$ cat config.mk
export PLATFORM = sky130hd
export DESIGN_NAME = wb_port_arbiter
export DESIGN_NICKNAME = d
export VERILOG_FILES = /design/src/rtl/wb_port_arbiter.sv
export SDC_FILE = /design/constraint.sdc
export NUM_CORES = 1
export LEC_CHECK = 0
export BUFFER_PORTS_ARGS = -buffer_cell sky130_fd_sc_hd__buf_2
export CAP_MARGIN = 20
export CORE_MARGIN = 3
export CORE_UTILIZATION = 49
export DETAILED_ROUTE_END_ITERATION = 6
export PLACE_DENSITY = 0.94
export REMOVE_ABC_BUFFERS = 1
export SKIP_CTS_REPAIR_TIMING = 1
export SYNTH_ARGS = -nofsm -noshare
export SYNTH_HDL_FRONTEND = slang
export SYNTH_SLANG_ARGS = --single-unit
$ cat constraint.sdc
create_clock -name clk -period 7.65 [get_ports clk]
set_clock_uncertainty 0.05 [all_clocks]
set_input_delay 1.53 -clock clk [delete_from_list [all_inputs] [get_ports clk]]
set_output_delay 1.53 -clock clk [all_outputs]
set_load 0.02 [all_outputs]
$ cat src/rtl/wb_port_arbiter.sv
// Round-robin arbiter sharing one register-file write port between NUM_REQ writeback
// requesters, with locked bursts bounded by MAX_HOLD consecutive beats while others wait.
//  state    | meaning
//  S_IDLE   | no lock held; every cycle is a plain round-robin pick
//  S_LOCKED | r_owner holds the port for a burst, bounded by r_hold_cnt
module wb_port_arbiter #(
   parameter int NUM_REQ  = 4,
   parameter int ADDR_W   = 9,
   parameter int DATA_W   = 32,
   parameter int MAX_HOLD = 8
) (
   input  logic                      clk,
   input  logic                      rst,
   input  logic [NUM_REQ-1:0]        req,
   input  logic [NUM_REQ-1:0]        lock,
   input  logic [NUM_REQ*ADDR_W-1:0] addr_in,
   input  logic [NUM_REQ*DATA_W-1:0] data_in,
   output logic [NUM_REQ-1:0]        ack,
   output logic                      wr_en,
   output logic [ADDR_W-1:0]         wr_addr,
   output logic [DATA_W-1:0]         wr_data,
   output logic                      busy
);

   localparam int PTR_W  = $clog2(NUM_REQ);
   localparam int HOLD_W = $clog2(MAX_HOLD + 1);

   localparam logic [0:0] S_IDLE   = 1'b0;
   localparam logic [0:0] S_LOCKED = 1'b1;

   logic [0:0]        r_state;
   logic [PTR_W-1:0]  r_ptr;
   logic [PTR_W-1:0]  r_owner;
   logic [HOLD_W-1:0] r_hold_cnt;
   logic              r_wr_en;
   logic [ADDR_W-1:0] r_wr_addr;
   logic [DATA_W-1:0] r_wr_data;
   logic              r_busy;

   logic [NUM_REQ-1:0] w_owner_oh;
   logic [NUM_REQ-1:0] w_mask;
   logic [PTR_W-1:0]   w_start;
   logic [PTR_W-1:0]   w_win;
   logic [PTR_W-1:0]   w_sel;
   logic               w_own_hold;
   logic               w_others;
   logic               w_keep;
   logic               w_found;
   logic               w_grant;
   logic [0:0]         w_state_nxt;
   logic [ADDR_W-1:0]  w_addr;
   logic [DATA_W-1:0]  w_data;

   function automatic logic [PTR_W-1:0] inc_mod(input logic [PTR_W-1:0] v);
      return (v == PTR_W'(NUM_REQ - 1)) ? '0 : v + PTR_W'(1);
   endfunction

   always_comb begin : p_select
      int idx;
      idx         = 0;
      w_owner_oh  = NUM_REQ'(1) << r_owner;
      w_own_hold  = (r_state == S_LOCKED) && req[r_owner] && lock[r_owner];
      w_others    = |(req & ~w_owner_oh);
      w_keep      = w_own_hold && ((r_hold_cnt < HOLD_W'(MAX_HOLD)) || !w_others);
      // Only reached with w_own_hold when the limit forces a hand-off: skip the owner.
      w_mask      = w_own_hold ? (req & ~w_owner_oh) : req;
      w_start     = w_own_hold ? inc_mod(r_owner) : r_ptr;
      w_found     = 1'b0;
      w_win       = '0;
      for (int k = 0; k < NUM_REQ; k++) begin
         idx = int'(w_start) + k;
         if (idx >= NUM_REQ) idx = idx - NUM_REQ;
         if (!w_found && w_mask[idx]) begin
            w_found = 1'b1;
            w_win   = PTR_W'(idx);
         end
      end
      w_sel   = w_keep ? r_owner : w_win;
      w_grant = !rst && (w_keep || w_found);
      ack     = w_grant ? (NUM_REQ'(1) << w_sel) : '0;

      if (w_keep)
         w_state_nxt = S_LOCKED;
      else if (w_found)
         w_state_nxt = lock[w_win] ? S_LOCKED : S_IDLE;
      else
         w_state_nxt = ((r_state == S_LOCKED) && lock[r_owner]) ? S_LOCKED : S_IDLE;

      w_addr = '0;
      w_data = '0;
      for (int i = 0; i < NUM_REQ; i++) begin
         if (w_sel == PTR_W'(i)) begin
            w_addr = addr_in[i*ADDR_W +: ADDR_W];
            w_data = data_in[i*DATA_W +: DATA_W];
         end
      end
   end

   always_ff @(posedge clk) begin
      if (rst) begin
         r_state    <= S_IDLE;
         r_ptr      <= '0;
         r_owner    <= '0;
         r_hold_cnt <= '0;
         r_wr_en    <= 1'b0;
         r_wr_addr  <= '0;
         r_wr_data  <= '0;
         r_busy     <= 1'b0;
      end else begin
         r_state <= w_state_nxt;
         r_busy  <= (w_state_nxt == S_LOCKED);
         r_wr_en <= w_grant;
         if (w_grant) begin
            r_wr_addr <= w_addr;
            r_wr_data <= w_data;
         end
         if (w_keep) begin
            if (r_hold_cnt != HOLD_W'(MAX_HOLD))
               r_hold_cnt <= r_hold_cnt + HOLD_W'(1);
         end else if (w_found) begin
            r_ptr <= inc_mod(w_win);
            if (lock[w_win]) begin
               r_owner    <= w_win;
               r_hold_cnt <= HOLD_W'(1);
            end
         end
      end
   end

   assign wr_en   = r_wr_en;
   assign wr_addr = r_wr_addr;
   assign wr_data = r_wr_data;
   assign busy    = r_busy;

endmodule
Word-level counts from Yosys, hierarchy flattened
Cells that the tools add are included.
Widths: inputs -> output; s select.

cells by class
  eq/ne operators = 7
  order comparisons = 11
  shift operators = 2
  reduce and logical (&&, ||, !) cells = 22
  muxes and demuxes = 52
  bitwise gates (word level) = 3
  add/sub/neg operators = 10

operator list
  operator             number
  $mux 32              8
  $lt 32x4->1 const B  4
  $mux 9               4
  $mux 4               6
  $mux 1               19
  $mux 2               8
  $bmux 1 s2           7
  $sub 3x3->4 const B  3
  $ge 3x3->1 const B   3
  $eq 2x2->1 const B   4
  $logic_and 1x1->1    8
  $shl 1x2->4 const A  2
  $add 2x2->3 const B  2
  $lt 2x3->1 const B   2
  $reduce_and 3->1     2
  $logic_not 1->1      5
  $add 2x1->2 const B  2
  $add 4x1->4 const B  1
  $and 4x4->4          1
  $lt 4x4->1 const B   1
  $ne 4x4->1 const B   1
  $not 4->4            1
  $reduce_bool 2->1    2
  $reduce_or 4->1      1
  other kinds (9)      10

storage, ports and cells
  input port bits = 174
  flip-flop bits (word level) = 51
  output and inout port bits = 47
  word-level logic and storage cells = 114

Depth between registers and ports, before layout
  depth after elaboration = 26
  mapped depth = 14
  gate-level depth less buffers = 10

Worst setup path after synthesis
Ideal clock, no wire load.

  path kind = input -> output
  start = input port req[0]
  end = output port ack[3]
  setup slack = 2,414 ps
  required time = 6,070 ps
  data arrival time = 3,656 ps
  stages = 8
  path buffers = 1
  cells stage by stage = mux2_4 -> mux2_4 -> nand2_1 -> mux2i_1 -> o211ai_4 -> a211oi_4 -> buf_4 -> and2_1

between the ends
  word-level cells in the longest chain between the ends = 23
  elaborated cells between the ends (all ways) = 57
  those cells by class = add/sub (7); order compare (4); shift (1); mux (30); bitwise (1); reduce/logical (14)

ends and longest elaborated chain
  what                                                                  RTL line  source
  start: declaration                                                    14        input logic [NUM_REQ-1:0] req,
  parallel branches: the longest is 22 deep, another holds $sub 3x3->4  -
  $mux 4 (*)                                                            80        ack = w_grant ? (NUM_REQ'(1) << w_sel) : '0;
  end: declaration                                                      18        output logic [NUM_REQ-1:0] ack,

Mark *: on every way between the ends. The select of a mux whose other input is x is not followed.

Worst setup path in the final report
  start = input port req[0]
  end = output port ack[1]

The elaborated chain is that of the path after synthesis.

==> impl_results.md <==
* Count of pins over their slew limit at 0
* Final hold vios at 0
* Met1 wire length at slightly below 6000 um
* Setup crit start kind: primary input
* Required time worst endpoint at 6070 ps
* Routed wire length at 15,400 um
* Fin crit share at 0.838
* Initial antenna violation count at 0
* Syn_area_per_cell at 8.00 um^2
* CTS tree: done
* Vias in the first global route at 4,819
* H-tree Lvls at 2
* Ys async rst share at 0
* FMAX at 0.156 GHz
* Pin slew with the least headroom to its limit at 1090 ps
* NumNets Final at between 800 and 900
* RSZ-0062 raised after global routing: no
* Initial Utilization at 0.514
* Core Region at slightly below 8000 um^2
* DRC at 0
* WP data arrival at 4830 ps
* CTS max path bufs at 2
* First-pass GRT wire length at 23,900 um
* Post-synth EDFFs at 0
* Metal3 WL at ~1500 um
* Hold WC Path Type: reg -> reg
* Dpl hpwl at about 11,000 um
* Port bufs at between 200 and 250
* Detail Route Antenna Nets at 0
* Total grt overflow at 0
* Die Height at 96.7 um
* Final setup viols at 0
* Layout cell share with drive strength beyond 1 at 0.397
* Latest clock arrival within the worst-skew pair at between 300 and 400 ps
* Distinct cells, synth at 59
* Number of clock sinks at 51
* CTS Buf Count at 5
* Die ar. at 9360 um^2
* GP Congestion at 0.995
* # IOs at 221
* Synthesized cell area at 4030 um^2
* Cell area power density at 332 nW/um^2
* Worst Setup Path Type: in -> out
* Final antenna diode count at 0
* Post-synth top flop: dfxtp_1
* Max rail drop VDD at 0.145 mV
* Vias per cell at 6.54
* Root cell of the clock tree: clkbuf_8
* Mapped Cells at between 500 and 600
* Gr usage total at 0.304
* Met2 Wirelength at 7430 um
* Yosys reg bits at 51
* Tmin final at 6410 ps
* 1st-iter DRT viols at 553
* Clock-pin slew on the worst setup and hold paths at 110 ps
* Area grow syn2layout at 27.8%
* # rows at 32
* Largest net degree at the start of global routing at 79
* WL per Instance at 19.5 um
* Top Metal Used: met4
* Rel. slew slack at 0.273
* Max-Cap Viols at 0
* Worst Setup End Kind: output port
* Crit-path max FO at 27
* Run status: completed
* Syn. warnings at 0
* Setup TNS at 0 ps
* Vias at about 5,200
* Sequential-to-total area share from yosys stat at 0.253
* Post-layout util at 0.657
* Pleak at 2.39 nW
* Die extent in x at 96.7 um
* TritonRoute pass-1 iters at 5
## placed cells by master (no fill, tap or decap), types with 2 or more instances in the layout
cell / Yosys / routed
a211o_1: 15 / 15
a211oi_1: 7 / 7
a211oi_2: 10 / 10
a211oi_4: 2 / 2
a21o_1: 30 / 29
a21oi_1: 17 / 17
a221oi_1: 16 / 16
a311oi_1: 27 / 27
a31oi_1: 29 / 29
and2_1: 3 / 2
and3_1: 2 / 2
buf_2: 14 / 220
buf_4: 8 / 7
clkbuf_8: 0 / 6
dfxtp_1: 51 / 51
ha_1: 6 / 6
inv_1: 9 / 9
mux2_4: 4 / 4
mux2i_1: 4 / 4
nand2_1: 7 / 6
nand2b_1: 17 / 17
nand3_1: 55 / 55
nor2_1: 48 / 48
nor2_2: 2 / 2
nor2b_1: 2 / 2
nor3_1: 6 / 6
o211a_1: 2 / 2
o211ai_1: 16 / 16
o21ai_0: 32 / 32
or2_2: 2 / 2
or4_1: 2 / 2
xnor2_1: 2 / 2
## routing by layer
metal / GRT usage / vias to the layer above
li1: - / 2319
met1: 0.391 / 2380
met2: 0.502 / 384
met3: 0.0490 / 67
met4: 0.134 / 0
met5: 0 / -
## layout make-up
class,instances,area [um^2]
clock buffer,6,82.6
inverter,9,33.8
timing repair buffer,227,1150
clock inverter,2,13.8
fill,706,2690
sequential,51,1020
tap,102,128
multi-input combinational,391,2720
## stage by stage
| step | setup WS (ps) | cells | instance area [um^2] | total power [mW] | hold WS [ps] |
|---|---|---|---|---|---|
| floorplan | 1040 | 451 | 3770 | 1.17 | 450 |
| global placement | 1410 | 780 | 5060 | 1.50 | 435 |
| detailed placement | 1310 | 780 | 5060 | 1.52 | 439 |
| CTS | 1300 | 788 | 5150 | 1.69 | 454 |
| global route | 1100 | 788 | 5150 | 1.81 | 467 |
| finish | 1240 | 788 | 5150 | 1.71 | 451 |
## critical path, stage by stage
cell and delay, ps:
buf_2 140, mux2_4 290, mux2_4 330, nand2_1 170, a21o_1 680, o211ai_4 510, a221oi_4 780, and2_1 210
buf_2 160
## synth_stat cells (3+ instances only)
cell       n  share of area
a211oi_1   7          0.013
o21ai_0   32          0.040
a31oi_1   29          0.045
nand2b_1  17          0.026
and2_1     3         0.0047
ha_1       6          0.019
mux2i_1    4         0.0099
a211oi_2  10          0.031
dfxtp_1   51           0.25
a21oi_1   17          0.021
nor2_1    48          0.045
nor3_1     6         0.0074
a311oi_1  27          0.059
a211o_1   15          0.033
nand2_1    7         0.0065
buf_2     14          0.017
mux2_4     4          0.015
clkbuf_1  29          0.027
o211ai_1  16          0.030
a221oi_1  16          0.035
nand3_1   55          0.068
a21o_1    30          0.056
inv_1      9         0.0084
buf_4      8          0.015
## worst paths after layout
check                                start     endpoint  slack, ps  depth (start not counted)
worst min-delay path            wr_addr[3]   wr_addr[3]        450                          2
worst min register to register  wr_addr[3]   wr_addr[3]        450                          2
worst max-delay path                req[0]       ack[1]       1240                          9
worst max register to register  r_owner[0]  wr_data[31]       3230                          9
## kinds of logic after synthesis
group / after synthesis / synth area share
multiplexers: 9 / 0.0282
AO/OA/AOI/OAI: 222 / 0.436
AND/OR/NAND/NOR: 151 / 0.185
adder cells (fa/ha/maj): 6 / 0.0186
flip-flops: 51 / 0.253
XOR/XNOR: 3 / 0.00651
buffers and inverters: 62 / 0.0732
## where the power goes
part / leakage, nW / internal (mW) / switching (mW)
Sequential: 0.423 / 0.365 / 0.0753
Clock: 0.0516 / 0.0744 / 0.102
Combinational: 1.92 / 0.407 / 0.687
## sequential cells by signal (all words and copies together) (netlist names)
| signal | flops |
|---|---|
| busy | 1 |
| wr_en | 1 |
| r_hold_cnt | 4 |
| r_owner | 2 |
| wr_data | 32 |
| wr_addr | 9 |
| r_ptr | 2 |
(Power assumes the default switching activity.)
